--- config.mk ---
export PLATFORM = sky130hd
export DESIGN_NAME = gpio_pinmux_ctrl
export DESIGN_NICKNAME = d
export VERILOG_FILES = /design/src/rtl/gpio_pinmux_pkg.sv /design/src/rtl/gpio_pin_slot.sv /design/src/rtl/gpio_pinmux_ctrl.sv
export SDC_FILE = /design/constraint.sdc
export NUM_CORES = 1
export LEC_CHECK = 0
export CAP_MARGIN = 20
export CORE_AREA = 10 10 433 435
export CTS_BUF_LIST = sky130_fd_sc_hd__clkbuf_4
export DETAILED_ROUTE_END_ITERATION = 10
export DIE_AREA = 0 0 443 445
export PLACE_DENSITY = 0.48
export SETUP_SLACK_MARGIN = 0.02
export SLEW_MARGIN = 20
export SYNTH_ARGS = -nofsm -noshare
export SYNTH_HDL_FRONTEND = slang
export SYNTH_SLANG_ARGS = --single-unit
export TNS_END_PERCENT = 10
--- constraint.sdc ---
create_clock -name clk -period 2.4 [get_ports clk]
set_input_delay 0.48 -clock clk [delete_from_list [all_inputs] [get_ports clk]]
set_output_delay 0.48 -clock clk [all_outputs]
set_load 0.05 [all_outputs]
--- src/rtl/gpio_pinmux_pkg.sv ---
// gpio_pinmux_pkg
// Shared types and constants for the GPIO pad multiplexer.
//   pin_state_t  : per-pin FSM state (ACTIVE drives the selected source,
//                  GUARD holds the pad tristated after a re-select)
//   STATUS_ADDR  : read-only status register (bit0 = any pin in GUARD)
//   LOCK_ADDR    : sticky lock register (bit0)
//   GUARD_CNT_W  : width of the per-pin guard counter
package gpio_pinmux_pkg;

  typedef enum logic {
    ACTIVE = 1'b0,
    GUARD  = 1'b1
  } pin_state_t;

  localparam logic [5:0] STATUS_ADDR = 6'd62;
  localparam logic [5:0] LOCK_ADDR   = 6'd63;
  localparam int         GUARD_CNT_W = 4;

endpackage

--- src/rtl/gpio_pin_slot.sv ---
// gpio_pin_slot
// One pad of the pinmux: select register, ACTIVE/GUARD FSM with guard
// counter, and the registered pad output enable / data.
//   clk, nrst    : clock, asynchronous active-low reset
//   i_wr         : write strobe for this pin's select (already lock-qualified)
//   i_wdata      : new select value
//   i_src_oeb    : output enable of every source for this pad (active-low)
//   i_src_out    : output data of every source for this pad
//   o_sel        : current select value
//   o_oeb, o_out : registered pad output enable / data
//   o_guard      : high while the pad is held safe after a re-select
module gpio_pin_slot
  import gpio_pinmux_pkg::*;
#(
  parameter int NUM_SRC      = 13,
  parameter int SEL_W        = 4,
  parameter int GUARD_CYCLES = 2
) (
  input  logic               clk,
  input  logic               nrst,
  input  logic               i_wr,
  input  logic [SEL_W-1:0]   i_wdata,
  input  logic [NUM_SRC-1:0] i_src_oeb,
  input  logic [NUM_SRC-1:0] i_src_out,
  output logic [SEL_W-1:0]   o_sel,
  output logic               o_oeb,
  output logic               o_out,
  output logic               o_guard
);

  localparam int                     EXT_W      = 2 ** SEL_W;
  localparam logic [GUARD_CNT_W-1:0] GUARD_LOAD = GUARD_CNT_W'(GUARD_CYCLES - 1);

  pin_state_t             r_state;
  logic [SEL_W-1:0]       r_sel;
  logic [GUARD_CNT_W-1:0] r_cnt;
  logic                   r_oeb;
  logic                   r_out;

  // Pad the source vectors to the full select range with the safe value
  // (oeb=1, out=0), so any select >= NUM_SRC naturally picks a tristate.
  logic [EXT_W-1:0] w_oeb_ext;
  logic [EXT_W-1:0] w_out_ext;
  logic             w_reselect;

  assign w_oeb_ext  = {{(EXT_W - NUM_SRC){1'b1}}, i_src_oeb};
  assign w_out_ext  = {{(EXT_W - NUM_SRC){1'b0}}, i_src_out};
  assign w_reselect = i_wr && (i_wdata != r_sel);

  // The counter is loaded with GUARD_CYCLES-1 on the write edge, so the
  // safe value is held for exactly GUARD_CYCLES edges (write edge included)
  // and the new source lands on the edge where the count has reached zero.
  // NOTE: all state here uses non-blocking assignments so every register
  // samples pre-edge values; every register has an async reset value.
  always_ff @(posedge clk or negedge nrst) begin
    if (!nrst) begin
      r_state <= ACTIVE;
      r_sel   <= '1;
      r_cnt   <= '0;
      r_oeb   <= 1'b1;
      r_out   <= 1'b0;
    end else if (w_reselect) begin
      // A differing write always (re)starts the full guard, even mid-guard.
      r_sel   <= i_wdata;
      r_state <= GUARD;
      r_cnt   <= GUARD_LOAD;
      r_oeb   <= 1'b1;
      r_out   <= 1'b0;
    end else begin
      case (r_state)
        ACTIVE: begin
          r_oeb <= w_oeb_ext[r_sel];
          r_out <= w_out_ext[r_sel];
        end
        GUARD: begin
          if (r_cnt == '0) begin
            r_state <= ACTIVE;
            r_oeb   <= w_oeb_ext[r_sel];
            r_out   <= w_out_ext[r_sel];
          end else begin
            r_cnt <= r_cnt - 1'b1;
            r_oeb <= 1'b1;
            r_out <= 1'b0;
          end
        end
        default: r_state <= ACTIVE;
      endcase
    end
  end

  assign o_sel   = r_sel;
  assign o_oeb   = r_oeb;
  assign o_out   = r_out;
  assign o_guard = (r_state == GUARD);

endmodule

--- src/rtl/gpio_pinmux_ctrl.sv ---
// gpio_pinmux_ctrl
// Multiplexes NUM_SRC source designs onto NUM_PINS pads, one select
// register per pad, with a tristate guard on every re-select and a sticky
// lock that freezes the selects.
//   clk, nrst               : clock, asynchronous active-low reset
//   io_oeb, io_out          : per-source pad enables (active-low) / data
//   wr_en, addr, wdata      : register write port
//   rdata                   : read data, one cycle after addr
//   muxxed_io_oeb/out       : registered pad enables / data
//   guard_active            : per-pad guard indicator
// Register map: 0..NUM_PINS-1 pin select, STATUS_ADDR (bit0 = any guard),
// LOCK_ADDR (bit0, sticky). Everything else reads 0, writes ignored.
module gpio_pinmux_ctrl
  import gpio_pinmux_pkg::*;
#(
  parameter int NUM_PINS     = 38,
  parameter int NUM_SRC      = 13,
  parameter int SEL_W        = 4,
  parameter int GUARD_CYCLES = 2
) (
  input  logic                              clk,
  input  logic                              nrst,
  input  logic [NUM_SRC-1:0][NUM_PINS-1:0]  io_oeb,
  input  logic [NUM_SRC-1:0][NUM_PINS-1:0]  io_out,
  input  logic                              wr_en,
  input  logic [5:0]                        addr,
  input  logic [SEL_W-1:0]                  wdata,
  output logic [SEL_W-1:0]                  rdata,
  output logic [NUM_PINS-1:0]               muxxed_io_oeb,
  output logic [NUM_PINS-1:0]               muxxed_io_out,
  output logic [NUM_PINS-1:0]               guard_active
);

  localparam logic [6:0] NUM_PINS_W = 7'(NUM_PINS);

  logic [SEL_W-1:0] w_sel [NUM_PINS];
  logic             r_lock;
  logic [SEL_W-1:0] r_rdata;
  logic [SEL_W-1:0] w_rd;

  for (genvar p = 0; p < NUM_PINS; p++) begin : g_pin
    logic [NUM_SRC-1:0] w_col_oeb;
    logic [NUM_SRC-1:0] w_col_out;
    logic               w_wr;

    // Gather this pad's bit from every source.
    for (genvar s = 0; s < NUM_SRC; s++) begin : g_src
      assign w_col_oeb[s] = io_oeb[s][p];
      assign w_col_out[s] = io_out[s][p];
    end

    assign w_wr = wr_en && !r_lock && (addr == 6'(p));

    gpio_pin_slot #(
      .NUM_SRC      (NUM_SRC),
      .SEL_W        (SEL_W),
      .GUARD_CYCLES (GUARD_CYCLES)
    ) u_slot (
      .clk       (clk),
      .nrst      (nrst),
      .i_wr      (w_wr),
      .i_wdata   (wdata),
      .i_src_oeb (w_col_oeb),
      .i_src_out (w_col_out),
      .o_sel     (w_sel[p]),
      .o_oeb     (muxxed_io_oeb[p]),
      .o_out     (muxxed_io_out[p]),
      .o_guard   (guard_active[p])
    );
  end

  // NOTE: every variable assigned in always_comb gets a default first so no
  // latch is inferred on paths that do not assign it.
  always_comb begin
    w_rd = '0;
    if ({1'b0, addr} < NUM_PINS_W) begin
      w_rd = w_sel[addr];
    end else if (addr == STATUS_ADDR) begin
      w_rd[0] = |guard_active;
    end else if (addr == LOCK_ADDR) begin
      w_rd[0] = r_lock;
    end
  end

  always_ff @(posedge clk or negedge nrst) begin
    if (!nrst) begin
      r_lock  <= 1'b0;
      r_rdata <= '0;
    end else begin
      r_rdata <= w_rd;
      if (wr_en && (addr == LOCK_ADDR) && wdata[0]) begin
        r_lock <= 1'b1;
      end
    end
  end

  assign rdata = r_rdata;

endmodule

-- Word-level counts from Yosys, hierarchy flattened
Index checks and enable logic that the tools add are counted.
W data, S select, Z words.
- $add $sub $neg: 38
- $lt $le $gt $ge: 40
- equality and inequality tests: 115
- multiplexer cells: 615
- bitwise logic cells: 39
- reductions and logical operators: 196
- operator list (kind ; count):
    $mux W4 ; 116
    $mux W1 ; 345
    $bmux W1 S4 ; 76
    $lt A4 B5 Y1 const B ; 38
    $logic_not A4 Y1 ; 38
    $ne A4 B4 Y1 ; 38
    $pmux W1 S2 ; 76
    $sub A4 B1 Y4 const B ; 38
    $eq A6 B5 Y1 const B ; 16
    $logic_and A1 B1 Y1 ; 79
    $ne A2 B1 Y1 const B ; 38
    $reduce_and A2 Y1 ; 38
    $reduce_bool A2 Y1 ; 38
    $eq A6 B4 Y1 const B ; 8
    $eq A6 B6 Y1 const B ; 8
    $not A1 Y1 ; 38
    $reduce_or A38 Y1 ; 1
    $bmux W4 S6 ; 1
    $eq A6 B3 Y1 const B ; 4
    $eq A6 B2 Y1 const B ; 2
    $ge A7 B7 Y1 const B ; 1
    $not A6 Y7 ; 1
    $eq A6 B1 Y1 const B ; 1
    $logic_not A6 Y1 ; 1
    other kinds (3) ; 3
- register bits after elaboration: 423
- input port bits: 1001
- output and inout port bits: 118
- logic and storage cells: 1235

-- Logic depth before layout (Yosys ltp)
Gate-level depths: netlist of run 1.
- word-level depth: 6
- mapped depth: 8
- gate-level depth less buffers: 7

-- By module
Synthesis of run 1 repeated with hierarchy kept, for this count alone.
- cell total of the unflattened synthesis: 2610
- area, all modules: 30439.2 µm²
- modules (own cells, without submodules) (module ; instances ; cells an instance ; area each (µm²) ; sequential area each (µm²)):
    gpio_pin_slot (g_pin[0].u_slot ...) ; 19 ; 63 ; 759.5 ; 281.5
    gpio_pin_slot (g_pin[28].u_slot ...) ; 18 ; 64 ; 742.0 ; 281.5
    gpio_pinmux_ctrl ; 1 ; 197 ; 1905.6 ; 125.1
    gpio_pin_slot (g_pin[17].u_slot) ; 1 ; 64 ; 748.2 ; 281.5

-- Worst setup path before layout of run 1
Ideal clock, no wire load.
- kind: in2reg
- from: in addr[1]
- to: reg r_rdata[3] (netlist: rdata[3])
- library setup time: 0.131 ns
- data arrival time: 2.060 ns
- required time: 2.269 ns
- setup slack: 0.208 ns
- stages: 7
- path buffers: 2
- path through: buf_4 buf_2 mux4_2 mux4_2 nand2_1 o22ai_1 or3_1
- longest elaborated chain between the ends: 5
- elaborated cells on any way between the ends: 6
- those cells by class: order compare (1); mux (4); bitwise (1)
- RTL lines (what ; RTL line ; RTL):
    from (decl) ; gpio_pinmux_ctrl.sv:26 ; input logic [5:0] addr,
    $not A6 Y7 (not written as such) ; gpio_pinmux_ctrl.sv:77 ; w_rd = w_sel[addr];
    $bmux W4 S6 ; gpio_pinmux_ctrl.sv:77 ;
    $mux W4 (not written as such) (2 in a row) ; gpio_pinmux_ctrl.sv:77 ;
    $mux W3 * ; gpio_pinmux_ctrl.sv:76 ; if ({1'b0, addr} < NUM_PINS_W) begin
    net w_rd[3] ; gpio_pinmux_ctrl.sv:39 ; logic [SEL_W-1:0] w_rd;
    to (signal assigned) ; gpio_pinmux_ctrl.sv:90 ; r_rdata <= w_rd;
    to (decl) ; gpio_pinmux_ctrl.sv:38 ; logic [SEL_W-1:0] r_rdata;
Mark *: on every way through the listed nets, which the timed path passes. The rest lies on a longest branch. The select of a mux whose other input is x is not followed.
A chain may end at the register's enable or synchronous reset.

-- Worst setup path in the final report of run 1
- from: reg g_pin[36].u_slot.r_state
- to: out guard_active[36]
- RTL lines (what ; RTL line ; RTL):
    from (decl) ; gpio_pin_slot.sv:34 ; pin_state_t r_state;
    from (signal assigned) ; gpio_pin_slot.sv:57 ; r_state <= ACTIVE;
    from (signal assigned) ; gpio_pin_slot.sv:65 ; r_state <= GUARD;
    from (signal assigned) ; gpio_pin_slot.sv:77 ; r_state <= ACTIVE;
    to (decl) ; gpio_pinmux_ctrl.sv:31 ; output logic [NUM_PINS-1:0] guard_active
No word-level cell between the ends.

==> results of run 1 <==
## final timing paths
| kind | start | cells past startpoint | to | slack, ns |
|---|---|---|---|---|
| setup / recovery | g_pin[36].u_slot.o_guard | 2 | guard_active[36] | 0.04 |
| min in group asynchronous | nrst | 2 | g_pin[22].u_slot.o_sel[1] | 0.31 |
| max in group asynchronous | nrst | 3 | g_pin[34].u_slot.o_guard | 0.57 |
| hold / removal | io_out[458] | 3 | g_pin[2].u_slot.o_out | 0.14 |
| hold reg to reg | g_pin[25].u_slot.r_cnt[3] | 2 | g_pin[25].u_slot.r_cnt[3] | 0.54 |
| setup reg to reg | g_pin[3].u_slot.o_sel[0] | 5 | g_pin[3].u_slot.o_out | 0.06 |
## per-stage QoR
step	power (mW)	hold WS, ns
final	23.7	0.140
after global routing	25.1	0.0610
after CTS	24.2	0.00178
after detailed placement	15.7	0.500
after global placement	15.6	0.501
after floorplan	12.0	0.184
## layout make-up
type | count | area (um2)
tap | 2355 | 2950
timing repair buffer | 1427 | 14000
antenna | 20 | 50.0
clock buffer | 201 | 1510
fill | 18823 | 131000
multi-input combinational | 1798 | 17100
clock inverter | 44 | 295
sequential | 423 | 10900
inverter | 101 | 379
## worst max-delay path, cell delays in order, from the launching register on
cell,delay [ns]
dfrtp_2,0.50
buf_6,0.17
buf_8,0.14
## kinds of logic (layout without fill, tap and decap cells)
family | Yosys count | in the layout | synth area share [%]
muxes | 429 | 429 | 26.2
DFF | 423 | 423 | 36.2
AOI/OAI and AO/OA | 363 | 363 | 8.94
and+or+nand+nor | 672 | 672 | 11.3
adders and majority gates | 76 | 76 | 3.18
buffers and inverters | 381 | 1773 | 6.61
other | 0 | 20 | 0
xor gates and xnor gates | 258 | 258 | 7.56
## registers in the layout (all words and copies together) (netlist names)
name and flops:
g_pin.u_slot.o_sel 152, g_pin.u_slot.o_guard 38, g_pin.u_slot.o_out 38, rdata 4, g_pin.u_slot.r_cnt 152, g_pin.u_slot.o_oeb 38
r_lock 1
## synth_stat cells, types with 4 or more instances
library cell  count  share of area [%]
and2_1            9               0.19
a21oi_1          52               0.87
a211oi_1        102                2.6
nand2b_1         59                1.2
o21ai_0           5              0.084
nand2_1         128                1.6
a21boi_1         25               0.63
or3_1            23               0.48
dfrtp_1         233                 20
o21bai_1          8               0.20
xor2_1          101                3.0
mux4_2          267                 20
buf_2            64                1.1
nor2_1          214                2.7
clkbuf_1         93                1.2
o41a_2            4               0.17
buf_4           118                3.0
or2_1             8               0.17
nand3_1          18               0.30
a22oi_1           6               0.15
nor3_1           35               0.59
nor2b_1          94                2.0
a41oi_1          25               0.73
xnor2_1         157                4.6
a31oi_1          23               0.48
mux2_2          155                5.8
ha_1             76                3.2
nand4_1           4              0.084
o31a_1           11               0.32
inv_1           101                1.3
o41a_1            4               0.15
a311oi_1         14               0.41
nor3_4            4               0.22
nor4_1           27               0.56
mux2i_1           7               0.23
o22ai_1          35               0.73
or2_2            36               0.75
dfstp_2         190                 17
a2111oi_0        24               0.70
o31ai_1          14               0.35
## routing by layer
| layer | vias to the layer above | track usage [%] |
|---|---|---|
| li1 | 12124 | - |
| met5 | - | 0 |
| met3 | 202 | 4.46 |
| met2 | 968 | 32.6 |
| met1 | 13940 | 22.6 |
| met4 | 22 | 3.70 |
## power by group through the flow
| stage | logic, mW | clock network, mW | registers [mW] |
|---|---|---|---|
| detailed placement | 6.91 | 0 | 8.79 |
| floorplan | 3.50 | 0 | 8.50 |
| global placement | 6.82 | 0 | 8.79 |
| finish | 7.06 | 7.90 | 8.72 |
| CTS | 7.21 | 8.26 | 8.75 |
| global route | 7.63 | 8.65 | 8.82 |
## timing repair
item | 4_1_cts | 5_1_grt
gates cloned | 0 | 0
gates resized for setup | 410 | 9
endpoints found under the setup margin | 99 | 24
endpoints found under the hold margin | 365 | 0
hold buffers | 20 | 0
buffers inserted | 5 | 1
==> results.sh, run 1 <==
export IMPL_status="completed"
export IMPL_layout_commonest_cell="clkdlybuf4s50_1"
export IMPL_wl_met3_um=11600
export IMPL_setup_slack_ns=0.0388
export IMPL_final_area_um2=47200
export IMPL_antenna_found_initial=68
export IMPL_ys_flop_type="dfrtp_1"
export IMPL_dpl_hpwl_um=163000
export IMPL_cp_data_required_time_ns=1.92
export IMPL_place_congestion=0.936
export IMPL_clkSinkCount=423
export IMPL_setup_violations=0
export IMPL_wirelength_um=189000
export IMPL_ys_ff_latch=423
export IMPL_placed_cell_area_um2=44600
export IMPL_power_density_nw_per_um2=502
export IMPL_synth_net_count=3679
export IMPL_syn_cell_area_um2=29900
export IMPL_initial_utilization_pct=16.8
export IMPL_synth_cell_types=60
export IMPL_switching_power_mw=7.89
export IMPL_synth_edf_count=0
export IMPL_max_cap_viol_count=0
export IMPL_clkTransAtPathRegs_ns=0.07
export IMPL_layout_worst_path_cycle_share_pct=98.4
export IMPL_rsz0062_at_grt="true"
export IMPL_ir_worst_vdd_mv=0.374
export IMPL_grt_pass1_vias=28645
export IMPL_start_kind="flip-flop"
export IMPL_gr_total_overflow=0
export IMPL_via_per_inst=4.28
export IMPL_grt_max_degree=73
export IMPL_route_met2_wl_um=95200
export IMPL_clock_latency_ns=1.06
export IMPL_nets=4963
export IMPL_detail_route_wl_per_cell_um=29.7
export IMPL_finalSetupTns_ns=0
export IMPL_wl_met1_um=78600
export IMPL_grtUsageTotal_pct=18.4
export IMPL_p_int_mw=15.8
export IMPL_path_class="reg2out"
export IMPL_cts_buffers=135
export IMPL_cts_max_level=4
export IMPL_vias=27256
export IMPL_crit_fanout=3
export IMPL_io_buffers=1118
export IMPL_die_h_um=445
export IMPL_switching_share_pct=33.3
export IMPL_ios=1119
export IMPL_drt_iter0_markers=1663
export IMPL_clk_path_buf_depth=3
export IMPL_arrival_ns=1.88
export IMPL_final_util_pct=26.5
export IMPL_final_cells=6369
export IMPL_fp_dieW_um=443
export IMPL_relSlewSlack_pct=32.9
export IMPL_drt_pass1_iterations=5
export IMPL_cts_root_buf="clkbuf_4"
export IMPL_p_leak_nw=17.9
export IMPL_fin_skew_ns=0.0784
export IMPL_maxSlewViolCount=0
export IMPL_rows=155
export IMPL_cts_tree="done"
export IMPL_grt_pass1_wl_um=252000
export IMPL_seqPwrFrac_pct=36.8
export IMPL_worstMarginPinSlew_ns=1.00
export IMPL_async_reset_ff_share_pct=100
export IMPL_highest_layer="met5"
export IMPL_pwr_share_comb_pct=29.8
export IMPL_coreArea_um2=178000
export IMPL_period_minus_slack_ns=2.36
export IMPL_drc=0
export IMPL_finalHoldViolCount=0
export IMPL_syn_inst=2602
export IMPL_layout_common_cells="991 x clkdlybuf4s50_1, 296 x buf_4, 267 x mux4_2"
export IMPL_clock_power_share_pct=33.4
export IMPL_place_ws_ns=-0.265
export IMPL_ys_seq_area_share_pct=36.2
export IMPL_hp_class="in2reg"
export IMPL_crit_path_end_kind="output pin"
export IMPL_drive_gt1_share_pct=33.1
export IMPL_die_area_um2=197000
export IMPL_dp_cells=6078
export IMPL_fmax_ghz=0.424
export IMPL_area_growth_pct=57.9
export IMPL_yosysWarnings=0
export IMPL_ant_nets=0
export IMPL_avgSynthCellArea_um2=11.5
Power figures use the tool's default switching activity.
==> run 2: changes to the inputs <==
--- a/config.mk
+++ b/config.mk
@@ -10,7 +10,8 @@
 export CTS_BUF_LIST = sky130_fd_sc_hd__clkbuf_4
 export DETAILED_ROUTE_END_ITERATION = 10
 export DIE_AREA = 0 0 443 445
-export PLACE_DENSITY = 0.48
+export DONT_BUFFER_PORTS = 1
+export PLACE_DENSITY = 0.34
 export SETUP_SLACK_MARGIN = 0.02
 export SLEW_MARGIN = 20
 export SYNTH_ARGS = -nofsm -noshare
==> results.sh, run 2 (synthesis results as in run 1) <==
export IMPL_status="finished, violations left"
export IMPL_violations="hold timing, setup timing"
export IMPL_ctsHoldBuffers=846
export IMPL_fmax_ghz=0.413
export IMPL_drt_pass1_iterations=7
export IMPL_p_total_mw=23.8
export IMPL_detail_route_wl_per_cell_um=30.0
export IMPL_max_cap_viol_count=0
export IMPL_relSlewSlack_pct=5.18
export IMPL_cp_data_required_time_ns=1.92
export IMPL_rsz0062_at_grt="true"
export IMPL_setup_violations=3
export IMPL_fin_skew_ns=0.0523
export IMPL_grt_pass1_wl_um=246000
export IMPL_place_congestion=0.946
export IMPL_grt_pass1_vias=28681
export IMPL_hold_ws_ns=-0.918
export IMPL_area_growth_pct=48.8
export IMPL_worstMarginPinSlew_ns=1.42
export IMPL_layout_common_cells="833 x dlygate4sd3_1, 267 x mux4_2, 249 x clkbuf_4"
export IMPL_drive_gt1_share_pct=33.8
export IMPL_die_area_um2=197000
export IMPL_antenna_found_initial=109
export IMPL_io_buffers=0
export IMPL_coreArea_um2=178000
export IMPL_dpl_hpwl_um=137000
export IMPL_regToRegSetupSlack_ns=0.06
export IMPL_final_cells=6085
export IMPL_grtUsageTotal_pct=17.8
export IMPL_crit_path_end_kind="output pin"
export IMPL_layout_commonest_cell="dlygate4sd3_1"
export IMPL_clkTransAtPathRegs_ns=0.06
export IMPL_gr_total_overflow=0
export IMPL_path_class="reg2out"
export IMPL_grt_max_degree=424
export IMPL_clk_path_buf_depth=3
export IMPL_ios=1119
export IMPL_clkSinkCount=423
export IMPL_rows=155
export IMPL_cts_tree="done"
export IMPL_start_kind="flip-flop"
export IMPL_via_per_inst=4.40
export IMPL_dp_cells=4897
export IMPL_ant_nets=0
export IMPL_arrival_ns=1.94
export IMPL_place_ws_ns=-0.240
export IMPL_drc=0
export IMPL_p_leak_nw=16.7
export IMPL_layout_worst_path_cycle_share_pct=101
export IMPL_period_minus_slack_ns=2.42
export IMPL_clock_latency_ns=1.17
export IMPL_drt_iter0_markers=1878
export IMPL_cts_max_level=4
export IMPL_crit_fanout=1
export IMPL_hp_class="in2async"
export IMPL_final_util_pct=25.0
export IMPL_finalSetupTns_ns=-0.0436
export IMPL_cts_root_buf="clkbuf_4"
export IMPL_setup_slack_ns=-0.0191
export IMPL_die_h_um=445
export IMPL_vias=26799
export IMPL_wirelength_um=182000
export IMPL_cts_buffers=147
export IMPL_nets=4622
export IMPL_maxSlewViolCount=0
export IMPL_finalHoldViolCount=423
export IMPL_fp_dieW_um=443
export IMPL_power_density_nw_per_um2=535
export IMPL_ir_worst_vdd_mv=0.397
export IMPL_initial_utilization_pct=16.8
==> run 2: changes by cell type in the layout (fill, tap and decap cells not counted), sizes merged, moves of 20 or more <==
cell           change
clkinv            -20
clkdlybuf4s50    -991
diode             +40
buf              -175
clkbuf            +48
dlygate4sd3      +813
==> run 2: path summary, 6_finish.rpt <==
check,to,depth (start not counted),startpoint
worst max-delay path,muxxed_io_oeb[27],0,g_pin[27].u_slot.o_oeb
worst min-delay path,g_pin[18].u_slot.r_cnt[3],0,nrst
worst max register to register,g_pin[7].u_slot.o_oeb,5,g_pin[7].u_slot.o_sel[0]
worst min register to register,g_pin[20].u_slot.r_cnt[3],2,g_pin[20].u_slot.r_cnt[3]
max in group asynchronous,rdata[0],0,nrst
min in group clk,g_pin[24].u_slot.o_out,4,io_out[24]
==> run 2: worst reg2reg max path: cells and delay by family (launching register included) <==
kind,cells,cell delay (ns)
flops,1,0.68
mux,1,0.56
buf+inv,1,0.56
simple gates,1,0.24
compound gates,2,0.22
==> run 2: report_power, final <==
group | internal, mW | total [mW] | switching, mW | leakage [nW]
sequential | 8.02 | 9.36 | 1.34 | 4.44
clock | 5.19 | 9.20 | 4.01 | 1.26
combinational | 2.69 | 5.24 | 2.55 | 11.0
==> run 2: layout make-up <==
cell class                      instances  area [um2]
Fill cell                           18672      134000
Clock inverter                         25         250
Tap cell                             2355        2950
Multi-Input combinational cell       1798       17200
Timing Repair Buffer                 1074       10700
Antenna cell                           60         150
Clock buffer                          249        1870
Sequential cell                       423       11000
Inverter                              101         379
==> run 2: per-stage QoR <==
stage          cell area [um2]  hold slack (ns)
2_1_floorplan            29900            0.184
3_3_place_gp             32900            0.215
3_5_place_dp             32900            0.217
4_1_cts                  44200            -1.19
5_1_grt                  44400            -1.16
6_report                 44500           -0.918
==> run 2: per-layer routing <==
metal	vias to the layer above	share of wire, %	global-route usage (%)
li1	11516	-	-
met1	13475	39	20.5
met2	1374	49	30.0
met3	378	8.2	6.64
met4	56	3.6	6.58
met5	-	0.19	0
==> run 2: timing repair <==
| action | in CTS | in global routing |
|---|---|---|
| resized for setup | 164 | 40 |
| endpoints found under the setup margin | 120 | 172 |
| endpoints found under the hold margin | 845 | 423 |
| buffers inserted | 9 | 0 |
| pin swaps | 0 | 1 |
==> RTL edit 1: new RTL, config.mk and constraints of run 1 <==
Set the package constant `GUARD_CNT_W` to 5 (it was 4).
--- a/src/rtl/gpio_pinmux_pkg.sv
+++ b/src/rtl/gpio_pinmux_pkg.sv
@@ -15,5 +15,5 @@
   localparam logic [5:0] STATUS_ADDR = 6'd62;
   localparam logic [5:0] LOCK_ADDR   = 6'd63;
-  localparam int         GUARD_CNT_W = 4;
+  localparam int         GUARD_CNT_W = 5;
 
 endpackage
Function: not settled (the Yosys comparison gave no result); the edit may change what the design does.
==> RTL edit 1 against run 1 <==
  * Total power is 8.0% lower
  * Critical path type unchanged
  * Sequential power is 2.6% lower
  * Highest routed layer unchanged
  * Cell area is 4.2% higher
  * Largest cell class unchanged
  * Sequential cell count is 38 higher
  * Die area stayed put
  * Worst setup slack worse by 18 ps
  * Routed wire length is 0.32% higher
  * Area after synthesis is 6.2% higher
  * Critical endpoint is now muxxed_io_oeb[24]
==> RTL edit 1: results (changes against run 1) <==
stage;metric;value;unit;change
route;DR vias/cell;4.372;;was 4.279
synth;adder-cell share of the synthesized area;0.01498;;was 0.03181
worst_setup_path;R2R Path End;g_pin[10].u_slot.o_oeb$_DFF_PN1_;;was g_pin[3].u_slot.o_out$_DFF_PN0_
worst_setup_path;largest fanout on the critical path;1;;was 3
final_layout;share of layout cells above drive strength 1;0.3378;;was 0.3312
grt;initial antenna violation count;100;;was 68
clock_network;Clock Latency Late Sink;1080;ps;was 1060 ps
synth;Synth area leaders;dfrtp_1 (21%), mux4_2 (19%), dfstp_2 (16%);;was mux4_2 (20%), dfrtp_1 (20%), dfstp_2 (17%)
clock_network;CTS buffer count;148;;was 135
route;1st-iter DRT viols;2014;;was 1,663
power;Combinational Power Share;0.204;;was 0.298
worst_setup_path;reg-to-reg startpoint;g_pin[10].u_slot.o_sel[0]$_DFFE_PN1N_;;was g_pin[3].u_slot.o_sel[0]$_DFFE_PN1P_
synth;synth unique cells;54;;was 60
power;sw power;6.184;mW;was 7.895 mW
synth;sequential fraction of the synthesis area;0.3710;;was 0.3620
min_path;Worst Hold End;g_pin[15].u_slot.o_out$_DFF_PN0_;;was g_pin[2].u_slot.o_out$_DFF_PN0_
power;Leak;18.29;nW;was 17.94 nW
grt;vias in the first global route;29646;;was 28,645
placed_design;Placed Area;45950;sq um;was 44,650 sq um
placed_design;Final HPWL DP;162.2;mm;was 162.6 mm
worst_setup_path;Worst setup startpoint;g_pin[24].u_slot.o_oeb$_DFF_PN1_;;was g_pin[36].u_slot.o_guard$_DFF_PN0_
worst_setup_path;CP max stage cell;dfstp_2;;was dfrtp_2
min_path;Hold Crit Start;io_out[471];;was io_out[458]
placed_design;Port Buf Inserts;1118;;unchanged
final_layout;Final nets;4940;;was 4,963
worst_setup_path;crit-path max cell delay;650;ps;was 500 ps
grt;largest net degree at the start of global routing;70;;was 73
placed_design;GPL Wtd Cong;0.9286;;was 0.9363
synth;multiplexer area fraction after synthesis;0.2714;;was 0.2619
worst_setup_path;critical path arrival;1900;ps;was 1880 ps
grt;met1 usage;0.2216;;was 0.2262
synth;Syn Nets;3733;;was 3,679
power;Peak supply drop;0.0002369;V;was 0.0003744 V
synth;Synth Area in Compound Gates;0.07123;;was 0.08944
outcome;outcome;finished clean;;unchanged
grt;global-route wire length before repair;255.3;mm;was 251.7 mm
sta;clock skew;57.98;ps;was 78.38 ps
power;internal power;15.61;mW;was 15.79 mW
synth;commonest cells in the netlist;dfrtp_1 (271), mux4_2 (263), nor2_1 (192);;was mux4_2 (267), dfrtp_1 (233), nor2_1 (214)
worst_setup_path;crit path to;muxxed_io_oeb[24];;was guard_active[36]
power;share of total power in the clock network;0.406;;was 0.334
route;average routed wire per standard cell;29.66;um;was 29.75 um
grt;Total GRT Usage;0.1854;;was 0.1841
synth;XOR/XNOR share of the synthesized area;0.07340;;was 0.07558
sta;hold slack;187.9;ps;was 140.2 ps
RTL edit 1: cell count changes after synthesis, moves of 44 or more:
cell	before	now
a21oi_1	52	0
nand3_1	18	95
clkbuf_1	93	137
nand2_1	128	20
mux2i_1	7	79
RTL edit 1: cells by family (layout without fill, tap and decap cells):
| group | after synthesis | in the layout |
|---|---|---|
| AOI/OAI and AO/OA | 275 | 275 |
| DFF | 461 | 461 |
| xor gates and xnor gates | 266 | 266 |
| muxes | 504 | 504 |
| and+or+nand+nor | 699 | 699 |
| other | 0 | 28 |
| adders and majority gates | 38 | 38 |
| buffers and inverters | 451 | 1783 |
RTL edit 1: through the flow:
step                worst slack (ps)  std cells  setup TNS (ps)
CTS                           -155.6       6378           -3223
detailed placement            -476.7       6060          -82140
global placement              -498.1       6060          -89100
floorplan                      404.3       2694               0
global route                  -154.9       6394           -3620
finish                         20.69       6409               0
RTL edit 1: layout make-up:
cell class | count | area, sq um | area share
Multi-Input combinational cell | 1782 | 17720 | 0.3603
Timing Repair Buffer | 1388 | 14140 | 0.2875
Sequential cell | 461 | 11820 | 0.2403
Tap cell | 2355 | 2947 | 0.05990
Clock buffer | 225 | 1689 | 0.03434
Inverter | 120 | 450.4 | 0.009157
Clock inverter | 50 | 347.8 | 0.007071
Antenna cell | 28 | 70.07 | 0.001424
RTL edit 1: metal layers:
metal | vias up | wire [um]
met4 | 40 | 3489
met3 | 258 | 11950
met2 | 971 | 97770
met5 | - | 253
met1 | 14298 | 76600
li1 | 12452 | -
RTL edit 1: what timing repair did:
item                                    in CTS  in global routing
resized for setup                          427                 12
endpoints found under the setup margin     102                 62
setup buffers                               13                  3
hold buffers                                30                  0
hold endpoints to repair                   531                  0
==> RTL edit 2: new RTL, config.mk and constraints of run 1 <==
Made on the original files. Reset style: synchronous (`nrst`), changed in 2 clocked blocks. Comments in the files are not updated.
--- a/src/rtl/gpio_pin_slot.sv
+++ b/src/rtl/gpio_pin_slot.sv
@@ -53,5 +53,5 @@
   // NOTE: all state here uses non-blocking assignments so every register
   // samples pre-edge values; every register has an async reset value.
-  always_ff @(posedge clk or negedge nrst) begin
+  always_ff @(posedge clk) begin
     if (!nrst) begin
       r_state <= ACTIVE;
--- a/src/rtl/gpio_pinmux_ctrl.sv
+++ b/src/rtl/gpio_pinmux_ctrl.sv
@@ -83,5 +83,5 @@
   end
 
-  always_ff @(posedge clk or negedge nrst) begin
+  always_ff @(posedge clk) begin
     if (!nrst) begin
       r_lock  <= 1'b0;
Check against the original RTL: not equivalent (Yosys sat finds a counterexample within 4 cycles, from zero or initial values and one cycle with nrst low; the reset may be asserted at any time).
==> RTL edit 2 against run 1 <==
  * Synthesized cell count is 9.8% higher
  * Clock skew is 14 ps lower
  * Sequential cell count stayed put
  * Cell area is 4.2% lower
  * Routed wire length is 1.4% lower
  * First-iteration DRC count is 4.6% higher
  * Worst setup slack better by 50 ps
  * Via count is 4.9% higher
  * Area after synthesis is 5.3% lower
  * Critical path type unchanged
  * Critical endpoint is now guard_active[0]
Power is not compared: it rests on default switching activity, and its combinational part moved more than twofold at a synthesized area within 25%.
==> RTL edit 2: results (changes against run 1) <==
stage;metric;value;unit;change
outcome;outcome;finished clean;;unchanged
clock_network;Clock Latency Late Sink;1100;ps;was 1060 ps
final_layout;Layout fillers;19067;;was 18,823
final_layout;fraction of area in multi-input gates;0.3888;;was 0.3629
clock_network;Setup Buffers After CTS;0;;was 5
placed_design;dpl ws;-765.9;ps;was -264.8 ps
min_path;Worst Hold End;g_pin[2].u_slot.o_out$_SDFF_PP0_;;was g_pin[2].u_slot.o_out$_DFF_PN0_
route;met2 wire length;97.87;mm;was 95.20 mm
final_layout;Signal inverters;116;;was 101
worst_setup_path;critical path arrival;1830;ps;was 1880 ps
final_layout;multi-input gates;1963;;was 1,798
sta;clock skew;64.40;ps;was 78.38 ps
final_layout;post-route cell area;45220;sq um;was 47,200 sq um
final_layout;clk cell area share;0.03528;;was 0.03823
synth;sequential fraction of the synthesis area;0.2991;;was 0.3620
route;metal1 wirelength;72.44;mm;was 78.60 mm
synth;cell count after synthesis;2858;;was 2,602
worst_setup_path;register-to-register setup slack;120;ps;was 60 ps
route;DR vias/cell;4.347;;was 4.279
worst_setup_path;R2R Path End;g_pin[1].u_slot.o_out$_SDFF_PP0_;;was g_pin[3].u_slot.o_out$_DFF_PN0_
final_layout;non-filler cells in the finished layout;6579;;was 6,369
grt;largest net degree at the start of global routing;74;;was 73
worst_setup_path;largest fanout on the critical path;5;;was 3
final_layout;share of layout cells above drive strength 1;0.2389;;was 0.3312
placed_design;Final HPWL DP;163.2;mm;was 162.6 mm
clock_network;CTS buffer count;131;;was 135
placed_design;Inst Count DP;6319;;was 6,078
RTL edit 2: worst max path at each step:
stage          depth (start not counted)                                to  slack, ps                                from
5_1_grt                                2                   guard_active[0]        -50  g_pin[0].u_slot.o_guard$_SDFF_PN0_
2_1_floorplan                          7               rdata[2]$_SDFF_PN0_         60                             addr[0]
3_3_place_gp                           8  g_pin[1].u_slot.o_out$_SDFF_PP0_       -760                             addr[4]
6_report                               2                   guard_active[0]         90  g_pin[0].u_slot.o_guard$_SDFF_PN0_
3_5_place_dp                           8  g_pin[1].u_slot.o_out$_SDFF_PP0_       -770                             addr[4]
4_1_cts                                2                   guard_active[0]        -80  g_pin[0].u_slot.o_guard$_SDFF_PN0_
RTL edit 2: worst register-to-register path, cell delays in order (launching register included):
cell and delay (ps):
dfxtp_1 310, buf_4 130, or4b_4 570, buf_12 180, or3_1 440, a41o_1 280, nand2_2 130, a2111oi_0 70
